File: src/rtl/dm_axi_master.sv
// Single-beat AXI4-Lite master behind the L1 data cache: one outstanding
// read or write at a time, completed on a one-cycle ready pulse.
module dm_axi_master #(
  parameter int ADDR_W = 32,
  parameter int DATA_W = 32
) (
  input  logic              clk,
  input  logic              rst,
  // cache controller side
  input  logic              DM_enable,
  input  logic              DM_write,
  input  logic [ADDR_W-1:0] DM_address,
  input  logic [DATA_W-1:0] DM_wdata,
  input  logic [3:0]        DM_wstrb,
  output logic              ready,
  output logic [DATA_W-1:0] DataIn,
  output logic              resp_err,
  // read address / data channels
  output logic [ADDR_W-1:0] ARADDR,
  output logic              ARVALID,
  input  logic              ARREADY,
  input  logic [DATA_W-1:0] RDATA,
  input  logic [1:0]        RRESP,
  input  logic              RVALID,
  output logic              RREADY,
  // write address / data / response channels
  output logic [ADDR_W-1:0] AWADDR,
  output logic              AWVALID,
  input  logic              AWREADY,
  output logic [DATA_W-1:0] WDATA,
  output logic [3:0]        WSTRB,
  output logic              WVALID,
  input  logic              WREADY,
  input  logic [1:0]        BRESP,
  input  logic              BVALID,
  output logic              BREADY,
  // performance counters
  output logic [63:0]       bus_rd_cnt,
  output logic [63:0]       bus_wr_cnt
);

  typedef enum logic [2:0] {S_IDLE, S_AR, S_R, S_WR, S_B, S_DONE} state_t;

  localparam logic [ADDR_W-1:0] ALIGN_MASK = ~ADDR_W'(3);

  state_t            state, state_nxt;
  logic [ADDR_W-1:0] addr_q;
  logic [DATA_W-1:0] wdata_q;
  logic [3:0]        wstrb_q;
  logic [DATA_W-1:0] rdata_q;
  logic              write_q;
  logic              aw_done, w_done;
  logic              err_q;

  // NOTE: state and datapath registers use non-blocking assignments only, so
  // every flop samples pre-edge values regardless of block ordering.
  always_ff @(posedge clk or negedge rst) begin
    if (!rst) state <= S_IDLE;
    else      state <= state_nxt;
  end

  // NOTE: next state defaults to the current state before the case, so no
  // path through this block leaves state_nxt unassigned (no latch).
  always_comb begin
    state_nxt = state;
    case (state)
      S_IDLE: if (DM_enable) state_nxt = DM_write ? S_WR : S_AR;
      S_AR:   if (ARREADY)   state_nxt = S_R;
      S_R:    if (RVALID)    state_nxt = S_DONE;
      // a channel counts as done if it finished earlier or handshakes now
      S_WR:   if ((aw_done || AWREADY) && (w_done || WREADY)) state_nxt = S_B;
      S_B:    if (BVALID)    state_nxt = S_DONE;
      S_DONE: state_nxt = S_IDLE;
      default: state_nxt = S_IDLE;
    endcase
  end

  // NOTE: every register here is a plain flop (no memory arrays), so all of
  // them take the async reset and the outputs read as 0 during reset.
  always_ff @(posedge clk or negedge rst) begin
    if (!rst) begin
      addr_q     <= '0;
      wdata_q    <= '0;
      wstrb_q    <= '0;
      rdata_q    <= '0;
      write_q    <= 1'b0;
      aw_done    <= 1'b0;
      w_done     <= 1'b0;
      err_q      <= 1'b0;
      bus_rd_cnt <= '0;
      bus_wr_cnt <= '0;
    end else begin
      case (state)
        S_IDLE: if (DM_enable) begin
          addr_q  <= DM_address & ALIGN_MASK;
          write_q <= DM_write;
          aw_done <= 1'b0;
          w_done  <= 1'b0;
          if (DM_write) begin
            wdata_q <= DM_wdata;
            wstrb_q <= DM_wstrb;
          end
        end
        S_R: if (RVALID) begin
          rdata_q <= RDATA;
          err_q   <= (RRESP != 2'b00);
        end
        S_WR: begin
          if (AWVALID && AWREADY) aw_done <= 1'b1;
          if (WVALID && WREADY)   w_done  <= 1'b1;
        end
        S_B: if (BVALID) err_q <= (BRESP != 2'b00);
        S_DONE: begin
          if (write_q) bus_wr_cnt <= bus_wr_cnt + 64'd1;
          else         bus_rd_cnt <= bus_rd_cnt + 64'd1;
        end
        default: ;
      endcase
    end
  end

  // Outputs decode registered state only; nothing flows through from AXI inputs.
  assign ARVALID  = (state == S_AR);
  assign RREADY   = (state == S_R);
  assign AWVALID  = (state == S_WR) && !aw_done;
  assign WVALID   = (state == S_WR) && !w_done;
  assign BREADY   = (state == S_B);
  assign ready    = (state == S_DONE);
  assign resp_err = (state == S_DONE) && err_q;
  assign DataIn   = rdata_q;
  assign ARADDR   = addr_q;
  assign AWADDR   = addr_q;
  assign WDATA    = wdata_q;
  assign WSTRB    = wstrb_q;

endmodule

File: config.mk
export PLATFORM = sky130hd
export DESIGN_NAME = dm_axi_master
export DESIGN_NICKNAME = d
export VERILOG_FILES = /design/src/rtl/dm_axi_master.sv
export SDC_FILE = /design/constraint.sdc
export NUM_CORES = 1
export LEC_CHECK = 0
export ABC_CLOCK_PERIOD_IN_PS = 3450
export CAP_MARGIN = 20
export CORE_ASPECT_RATIO = 1.2
export CORE_MARGIN = 5
export CORE_UTILIZATION = 30
export DETAILED_ROUTE_END_ITERATION = 7
export DONT_BUFFER_PORTS = 1
export HOLD_SLACK_MARGIN = 0.15
export PLACE_DENSITY = 0.45
export SETUP_SLACK_MARGIN = 0.2
export SLEW_MARGIN = 20
export SYNTH_ARGS = -nofsm -noshare
export SYNTH_HDL_FRONTEND = slang
export SYNTH_SLANG_ARGS = --single-unit
File: constraint.sdc
create_clock -name clk -period 3.45 [get_ports clk]
set_clock_uncertainty 0.2 [all_clocks]
set_input_delay 0.69 -clock clk [delete_from_list [all_inputs] [get_ports clk]]
set_output_delay 0.69 -clock clk [all_outputs]
set_load 0.02 [all_outputs]
==> results of run 1 <==
[critical path: cells and delay by family (launching register included)]
family / cells / cell delay [ns]
XOR/XNOR: 1 / 0.18
AND/OR/NAND/NOR: 4 / 1.88
flip-flops: 1 / 0.57
[path summary, 6_finish.rpt]
path	startpoint	to	cells after the start
max	bus_wr_cnt[4]	bus_wr_cnt[62]	5
min	rst	bus_wr_cnt[59]	0
max reg2reg	bus_wr_cnt[4]	bus_wr_cnt[62]	5
min reg2reg	w_done	w_done	1
max in group asynchronous	rst	bus_rd_cnt[5]	0
min in group clk	BRESP[0]	err_q	2
[cell usage after synthesis]
cell | count | share of area
xor2_1 | 48 | 0.041
nand4bb_1 | 1 | 0.0011
nand4_1 | 52 | 0.032
nand2b_1 | 1 | 0.00061
buf_1 | 3 | 0.0011
ha_1 | 2 | 0.0024
nor2b_1 | 2 | 0.0012
nor3b_1 | 2 | 0.0015
and3_1 | 15 | 0.0091
mux2_2 | 69 | 0.075
nand3b_1 | 2 | 0.0015
clkbuf_1 | 21 | 0.0076
buf_4 | 34 | 0.025
or3_1 | 4 | 0.0024
and4b_1 | 1 | 0.00097
a21o_1 | 1 | 0.00073
dfrtp_1 | 233 | 0.57
nor4_2 | 2 | 0.0024
nand4_4 | 1 | 0.0021
nand4b_4 | 1 | 0.0023
and2_1 | 5 | 0.0030
conb_1 | 1 | 0.00036
nor2_1 | 40 | 0.015
nand2_1 | 145 | 0.053
nor4_1 | 30 | 0.018
or4_1 | 2 | 0.0015
o2bb2ai_1 | 1 | 0.00085
mux2i_1 | 1 | 0.00097
a21oi_1 | 2 | 0.00097
o41ai_1 | 1 | 0.00085
o21ai_0 | 2 | 0.00097
nand3_1 | 55 | 0.027
or4_4 | 1 | 0.0011
a22o_1 | 2 | 0.0017
buf_6 | 1 | 0.0011
nor3_1 | 34 | 0.016
inv_1 | 21 | 0.0076
xnor2_1 | 78 | 0.066
and4_1 | 9 | 0.0076
or2_2 | 2 | 0.0012
buf_2 | 1 | 0.00048
[report_power, final]
part,leakage [nW],internal (mW),switching (mW)
clock network,0.467,1.96,1.15
logic,2.10,0.686,0.612
registers,3.06,3.36,1.59
[metrics by stage]
step	total power [mW]	cells	hold WS (ns)
final	9.357	1497	-0.3517
after global routing	9.846	1497	-0.3858
after CTS	9.513	1496	-0.3946
after detailed placement	6.230	1349	0.2008
after global placement	6.210	1349	0.2001
after floorplan	5.923	932	0.1944
[kinds of logic (layout without fill, tap and decap cells)]
group,after synthesis,count (layout),synth area share
AO/OA/AOI/OAI,9,9,0.006067
XOR/XNOR,126,126,0.1070
adder cells (fa/ha/maj),2,2,0.002426
buffers and inverters,81,189,0.04270
flip-flops,233,233,0.5653
multiplexers,70,70,0.07631
other,1,5,0.0003636
AND/OR/NAND/NOR,407,407,0.1998
[routing by layer]
| metal | up-vias | global-route usage | wire (µm) |
|---|---|---|---|
| met1 | 3483 | 0.1809 | 11570 |
| li1 | 3361 | - | - |
| met2 | 290 | 0.2616 | 14980 |
| met3 | 45 | 0.05560 | 2955 |
| met5 | - | 0 | 0 |
| met4 | 0 | 0.04151 | 672 |
[cell type report]
class | count | share of cell area
sequential | 233 | 0.4603
multi-input combinational | 618 | 0.3207
timing repair buffer | 122 | 0.09227
clock buffer | 35 | 0.05888
tap | 456 | 0.04505
clock inverter | 11 | 0.01640
inverter | 21 | 0.006223
antenna | 1 | 0.0001976
[state kept, by name, indices dropped and copies added, names as in the netlist, 3 cells and up]
signal      flops
ARADDR         30
bus_wr_cnt     64
DataIn         32
bus_rd_cnt     64
WSTRB           4
WDATA          32
state           3
==> impl_metrics.tcl, run 1 <==
set metrics [dict create \
    die_h_um 213.1 \
    grt_pass1_wl_um 46070 \
    num_rows 74 \
    drv_slew 0 \
    holdCritPathClass "input pin to asynchronous set/reset pin" \
    synth_warnings 0 \
    hpwl_um 21620 \
    netlist_area_mm2 0.01031 \
    drt_iter0_drc 300 \
    ios 380 \
    viasPerCell 4.796 \
    grt_pass1_vias 7576 \
    fillCellCount 3361 \
    syn_to_final_growth_pct 22.81 \
    drt-total-wl_um 30180 \
    cts_resized 0 \
    post-place-ws_ns 0.5067 \
    power_density_mw_per_mm2 738.7 \
    cp_max_fo 8 \
    hold_ws_ns -0.3517 \
    crit_required_ns 3.71 \
    grt_antenna_before_repair 1 \
    status "finished with violations" \
    cp_data_arrival_time_ns 3.18 \
    worstMarginPinSlew_ns 0.9328 \
    placed_area_mm2 0.01070 \
    nets 1137 \
    layout_common_cells "dfrtp_1, nand2_1, dlygate4sd3_1" \
    max-cap-violations 0 \
    setup_viol 0 \
    clk_pin_slew_worst_paths_ns 0.06 \
    wire_per_inst_um 20.16 \
    drc 0 \
    seq_area_mm2 0.005831 \
    path_cells "nand4_4 > or4_1 > or4_4 > nor4_1 > xor2_1" \
    slowest_stage "or4_1" \
    dieArea_mm2 0.03820 \
    start_kind "flop" \
    start_util 0.3035 \
    clock_path_buffers 3 \
    synth.distinct_cells 41 \
    path_class "flop to flop" \
    relSlewSlack 0.3759 \
    io_buffers 0 \
    cts_inserted_buffers 26 \
    dr.pass1.iters 4 \
    cts_setup_buffers 0 \
    core-area_mm2 0.03398 \
    ctsHoldBuffers 101 \
    cts.sinks 233 \
    design_area_mm2 0.01267 \
    worst_setup_path_end_kind "flop" \
    htree_levels 1 \
    r2r_setup_slack_ns 0.53 \
    setup-tns-final_ns 0 \
    hold_viol_final 233 \
    syn_area_per_cell_um2 11.10 \
    leakage_nw 5.627 \
    fmax_ghz 0.3420 \
    vias 7179 \
    final_common_cell "dfrtp_1" \
    multi_input_area_mm2 0.004061 \
    setup_ws_ns 0.5264 \
    period_minus_slack_ns 2.924 \
    drtAntennaViolNets 0 \
    final_layout_size_suffix_gt1_frac 0.1356 \
    synthCells 929 \
    grt_usage 0.1526 \
    grt_max_degree 234 \
    cts_tree "done" \
    clk_latency_ns 0.53 \
    die_w_um 179.3 \
    postLayoutCoreUtil 0.3727 \
    gp_congestion 0.7314 \
    root_buffer "clkbuf_16" \
    slowest_delay_ns 0.68 \
    ir_worst_vdd_mv 0.5585 \
    grt-ovfl-total 0 \
    period_share 0.8474 \
    ys_ff_latch 233 \
    violations "hold timing" \
    yosysSeqAreaShare 0.5653 \
    rsz0062_at_grt "no" \
]
(Power assumes the default switching activity.)
==> run 2: changes to the inputs <==
--- a/config.mk
+++ b/config.mk
@@ -5,7 +5,7 @@
 export SDC_FILE = /design/constraint.sdc
 export NUM_CORES = 1
 export LEC_CHECK = 0
-export ABC_CLOCK_PERIOD_IN_PS = 3450
+export ABC_CLOCK_PERIOD_IN_PS = 2500
 export CAP_MARGIN = 20
 export CORE_ASPECT_RATIO = 1.2
 export CORE_MARGIN = 5
@@ -13,7 +13,7 @@
 export DETAILED_ROUTE_END_ITERATION = 7
 export DONT_BUFFER_PORTS = 1
 export HOLD_SLACK_MARGIN = 0.15
-export PLACE_DENSITY = 0.45
+export PLACE_DENSITY = 0.46
 export SETUP_SLACK_MARGIN = 0.2
 export SLEW_MARGIN = 20
 export SYNTH_ARGS = -nofsm -noshare
==> constraint.sdc (replaced) <==
create_clock -name clk -period 2.5 [get_ports clk]
set_clock_uncertainty 0.2 [all_clocks]
set_input_delay 0.5 -clock clk [delete_from_list [all_inputs] [get_ports clk]]
set_output_delay 0.5 -clock clk [all_outputs]
set_load 0.02 [all_outputs]
==> impl_metrics.tcl, run 2 (synthesis results as in run 1) <==
set metrics [dict create \
    p_comb_frac 0.165 \
    cp_data_arrival_time_ns 1.67 \
    vias 7710 \
    setup_ws_ns 0.1285 \
    crit_cells 5 \
    start_kind "flop" \
    worstMarginPinSlew_ns 0.5012 \
    crit_buf_inv 3 \
    grt_antenna_before_repair 0 \
    core-area_mm2 0.03398 \
    ctsHoldBuffers 107 \
    die_w_um 179.3 \
    final_layout_size_suffix_gt1_frac 0.2758 \
    crit_top_cell "buf_6" \
    n_antenna_cell 0 \
    drc 0 \
    cts.sinks 233 \
    path_class "flop to primary output" \
    crit_required_ns 1.80 \
    clock_path_buffers 3 \
    setup-tns-final_ns 0 \
    grt_max_degree 234 \
    drt-total-wl_um 31120 \
    largestRegisters "bus_rd_cnt (64), bus_wr_cnt (64)" \
    clk_latency_ns 0.54 \
    layout_common_cells "dfrtp_1, buf_4, nand2_1" \
    cts_tree "done" \
    worstReg2RegStart "state[1]" \
    holdCritPathClass "input pin to asynchronous set/reset pin" \
    rr_endpoint "bus_wr_cnt[29]" \
    startpoint "state[1]" \
    hold_ws_ns -0.5386 \
    dieArea_mm2 0.03820 \
    path_cells "buf_6 > nand3b_1 > buf_6 > inv_6 > and2_4" \
    worst_setup_path_end_kind "primary output" \
    slowest_delay_ns 0.38 \
    syn_to_final_growth_pct 36.02 \
    gp_congestion 0.7573 \
    grt-ovfl-total 0 \
    max-cap-violations 0 \
    grt_pass1_vias 8265 \
    period_share 0.9486 \
    fin_cells 1638 \
    cp_max_fo 7 \
    status "finished with violations" \
    fmax_ghz 0.4217 \
    viasPerCell 4.707 \
    seq_power_share 0.517 \
    intPower_mw 8.367 \
    setup_viol 0 \
    nets 1276 \
    clkPwrFrac 0.318 \
    crit_end "resp_err" \
    drv_slew 0 \
    start_util 0.3035 \
    htree_levels 1 \
    ios 380 \
    die_h_um 213.1 \
    drtAntennaViolNets 0 \
    power_density_mw_per_mm2 935.9 \
    hold_viol_final 233 \
    rr_worst_depth 8 \
    dr.pass1.iters 4 \
    dpl.cell_count 1467 \
    wire_per_inst_um 19.00 \
    grt_usage 0.1598 \
    hpwl_um 22690 \
    r2r_setup_slack_ns 0.15 \
    rsz0062_at_grt "yes" \
    io_buffers 0 \
    root_buffer "clkbuf_16" \
    relSlewSlack 0.6659 \
    drt_iter0_drc 327 \
    slowest_stage "dfrtp_1" \
    final_common_cell "dfrtp_1" \
    cts_inserted_buffers 27 \
    period_minus_slack_ns 2.371 \
    leakage_nw 6.494 \
    crit_family "simple AND/OR/NAND/NOR gates" \
    clk_pin_slew_worst_paths_ns 0.06 \
    grt_pass1_wl_um 48120 \
    post-place-ws_ns 0.1167 \
    switching_share 0.3628 \
    p_sw_mw 4.763 \
    violations "hold timing" \
    num_rows 74 \
    ir_worst_vdd_mv 0.6357 \
]
-- run 2: worst register-to-register path, stage by stage (launching register included) --
cell	delay, ns
dfrtp_1	0.38
buf_4	0.13
nand4b_4	0.18
or4_4	0.48
buf_4	0.16
nor4_2	0.27
buf_4	0.19
nand4_1	0.11
xnor2_1	0.14
-- run 2: layout make-up --
class / count / area (µm²)
clock buffer: 33 / 718.2
clock inverter: 17 / 222.7
fill: 3283 / 19950
inverter: 21 / 88.84
multi-input combinational: 618 / 4330
sequential: 233 / 5843
tap: 456 / 570.5
timing repair buffer: 260 / 2255
-- run 2: how the worst min path moves through the flow --
| stage | endpoint | slack (ns) | depth (start not counted) |
|---|---|---|---|
| after global routing | bus_wr_cnt[40] | -0.58 | 0 |
| after global placement | bus_wr_cnt[50] | 0.01 | 0 |
| after floorplan | ARADDR[10] | 0.004 | 0 |
| after detailed placement | bus_wr_cnt[50] | 0.01 | 0 |
| after CTS | bus_wr_cnt[40] | -0.58 | 0 |
| final | bus_wr_cnt[50] | -0.54 | 0 |
-- run 2: layer usage --
metal  wire, µm  track usage  vias up
met5          0            0        -
met4        769      0.04756        0
met3       2713      0.04657       46
met2      15890       0.2811      294
met1      11740       0.1888     3737
li1           -            -     3633
-- run 2: repair_timing --
action,4_1_cts,5_1_grt
gates resized for setup,22,23
hold endpoints to repair,335,233
pin swaps,2,7
buffers inserted,6,8
setup endpoints to repair,20,44
cloned,0,0
-- run 2: per-stage QoR --
step / total power, mW / hold WS (ns) / cell area [µm²] / utilization
2_1_floorplan: 8.209 / 0.004409 / 10500 / -
3_3_place_gp: 8.712 / 0.01092 / 11750 / 0.3457
3_5_place_dp: 8.765 / 0.01084 / 11750 / 0.3457
4_1_cts: 13.27 / -0.5774 / 13850 / 0.4077
5_1_grt: 13.84 / -0.5775 / 14030 / 0.4128
6_report: 13.13 / -0.5386 / 14030 / 0.4128
-- run 2: power groups by stage --
stage	combinational (mW)	sequential (mW)	clock, mW
after floorplan	1.96	6.25	0
after global placement	1.84	6.87	0
after detailed placement	1.91	6.85	0
after CTS	2.13	6.82	4.31
after global routing	2.41	6.93	4.50
final	2.17	6.79	4.18
==> run 3: changes to the inputs <==
--- a/config.mk
+++ b/config.mk
@@ -9,11 +9,10 @@
 export CAP_MARGIN = 20
 export CORE_ASPECT_RATIO = 1.2
 export CORE_MARGIN = 5
-export CORE_UTILIZATION = 30
+export CORE_UTILIZATION = 41
 export DETAILED_ROUTE_END_ITERATION = 7
-export DONT_BUFFER_PORTS = 1
 export HOLD_SLACK_MARGIN = 0.15
-export PLACE_DENSITY = 0.46
+export PLACE_DENSITY = 0.79
 export SETUP_SLACK_MARGIN = 0.2
 export SLEW_MARGIN = 20
 export SYNTH_ARGS = -nofsm -noshare
==> impl_metrics.tcl, run 3 (synthesis results as in run 1) <==
set metrics [dict create \
    status "completed" \
    worst_setup_path_end_kind "flop" \
    grt_antenna_before_repair 1 \
    drv_slew 0 \
    cts_inserted_buffers 25 \
    die_h_um 183.7 \
    clk_latency_ns 0.52 \
    dieArea_mm2 0.02844 \
    root_buffer "clkbuf_16" \
    hold_viol_final 0 \
    core-area_mm2 0.02475 \
    crit_required_ns 2.74 \
    period_minus_slack_ns 2.314 \
    fin_cells 1678 \
    layout_common_cells "clkdlybuf4s50_1, dfrtp_1, nand2_1" \
    rsz0062_at_grt "yes" \
    max-cap-violations 0 \
    hpwl_um 24230 \
    drtAntennaViolNets 0 \
    multi_input_area_mm2 0.004355 \
    start_util 0.4167 \
    dr.pass1.iters 5 \
    fmax_ghz 0.4321 \
    gp_congestion 0.8677 \
    grt-ovfl-total 0 \
    cp_max_fo 6 \
    num_rows 63 \
    viasPerCell 5.101 \
    setup-tns-final_ns 0 \
    io_buffers 373 \
    holdCritPathClass "flop to flop" \
    grt_pass1_wl_um 50130 \
    period_share 0.9258 \
    path_class "flop to flop" \
    clk_pin_slew_worst_paths_ns 0.06 \
    grt_pass1_vias 9140 \
    cts.sinks 233 \
    start_kind "flop" \
    clock_path_buffers 3 \
    drc 0 \
    drt-total-wl_um 31730 \
    ir_worst_vdd_mv 0.9542 \
    relSlewSlack 0.6563 \
    largestRegisters "bus_rd_cnt (64), bus_wr_cnt (64)" \
    final_layout_size_suffix_gt1_frac 0.1723 \
    fillCellCount 1964 \
    seq_area_mm2 0.005844 \
    worstMarginPinSlew_ns 0.5155 \
    grt_usage 0.2189 \
    nets 1449 \
    die_w_um 154.8 \
    cts_tree "done" \
    vias 8559 \
    dpl.cell_count 1621 \
    leakage_nw 7.901 \
    htree_levels 1 \
    power_density_mw_per_mm2 935.7 \
    wire_per_inst_um 18.91 \
    setup_viol 0 \
    drt_iter0_drc 364 \
    grt_max_degree 63 \
    cp_data_arrival_time_ns 2.55 \
    final_common_cell "clkdlybuf4s50_1" \
    ios 380 \
    syn_to_final_growth_pct 53.12 \
    hold_ws_ns 0.2662 \
]
-- run 3: cell count changes in the layout (fill, tap and decap cells not counted), sizes merged, moves of 6 or more --
cell and change:
clkdlybuf4s50 +249, dlygate4sd3 -106, dlymetal6s2s +29, dlygate4sd2 +87
clkbuf +6, buf -84, clkinv -8
-- run 3: worst paths after layout --
kind                       cells after the start  slack, ns      startpoint        endpoint
setup / recovery                               6       0.19        state[2]  bus_wr_cnt[58]
hold / removal                                 1       0.27  bus_rd_cnt[63]  bus_rd_cnt[63]
setup reg to reg                               6       0.19        state[2]  bus_wr_cnt[58]
hold reg to reg                                1       0.27  bus_rd_cnt[63]  bus_rd_cnt[63]
max in group asynchronous                      3       1.06             rst       WDATA[10]
min in group asynchronous                      2       0.33             rst  bus_wr_cnt[61]
-- run 3: report_power, final --
group / switching (mW) / total [mW] / internal [mW]
sequential: 0.617 / 5.28 / 4.66
combinational: 2.89 / 5.73 / 2.84
clock: 1.46 / 3.77 / 2.31
total: 4.97 / 14.8 / 9.81
-- run 3: critical path, cell delays in order (launching register included) --
cell and delay (ns):
dfrtp_2 0.43, buf_12 0.12, nand4b_4 0.11, or4_4 0.45
or4_4 0.55, nor4_4 0.19, xor2_1 0.18
-- run 3: metrics by stage --
stage               utilization  instance area, µm²  total power [mW]  worst slack [ns]
finish                   0.6381               15790             14.78            0.1856
global route             0.6380               15790             15.54           0.07666
CTS                      0.6281               15550             14.97            0.1270
detailed placement       0.5947               14720             11.06            0.1394
global placement         0.5947               14720             10.93            0.2113
floorplan                     -               10500             8.209           0.09615
-- run 3: final cells by class --
cell class | count | area share
clock buffers | 39 | 0.04611
well taps | 325 | 0.02575
multi-input cells | 618 | 0.2758
flip-flops and latches | 233 | 0.3701
clock inverters | 6 | 0.007130
repair buffers | 435 | 0.2700
diodes | 1 | 0.0001585
inverters | 21 | 0.004991
-- run 3: layer usage --
layer | vias up | routed length, µm | track usage
met2 | 341 | 16300 | 0.3920
met3 | 48 | 2655 | 0.06028
met1 | 4192 | 12130 | 0.2648
met5 | - | 11 | 0
li1 | 3976 | - | -
met4 | 2 | 632 | 0.04664
-- run 3: repair_timing --
item                                    4_1_cts  5_1_grt
pin swaps                                     1       13
gates resized for setup                     136       58
buffers inserted                              3        7
hold buffers                                  1        0
endpoints found under the setup margin      111       83
hold endpoints to repair                    144        0
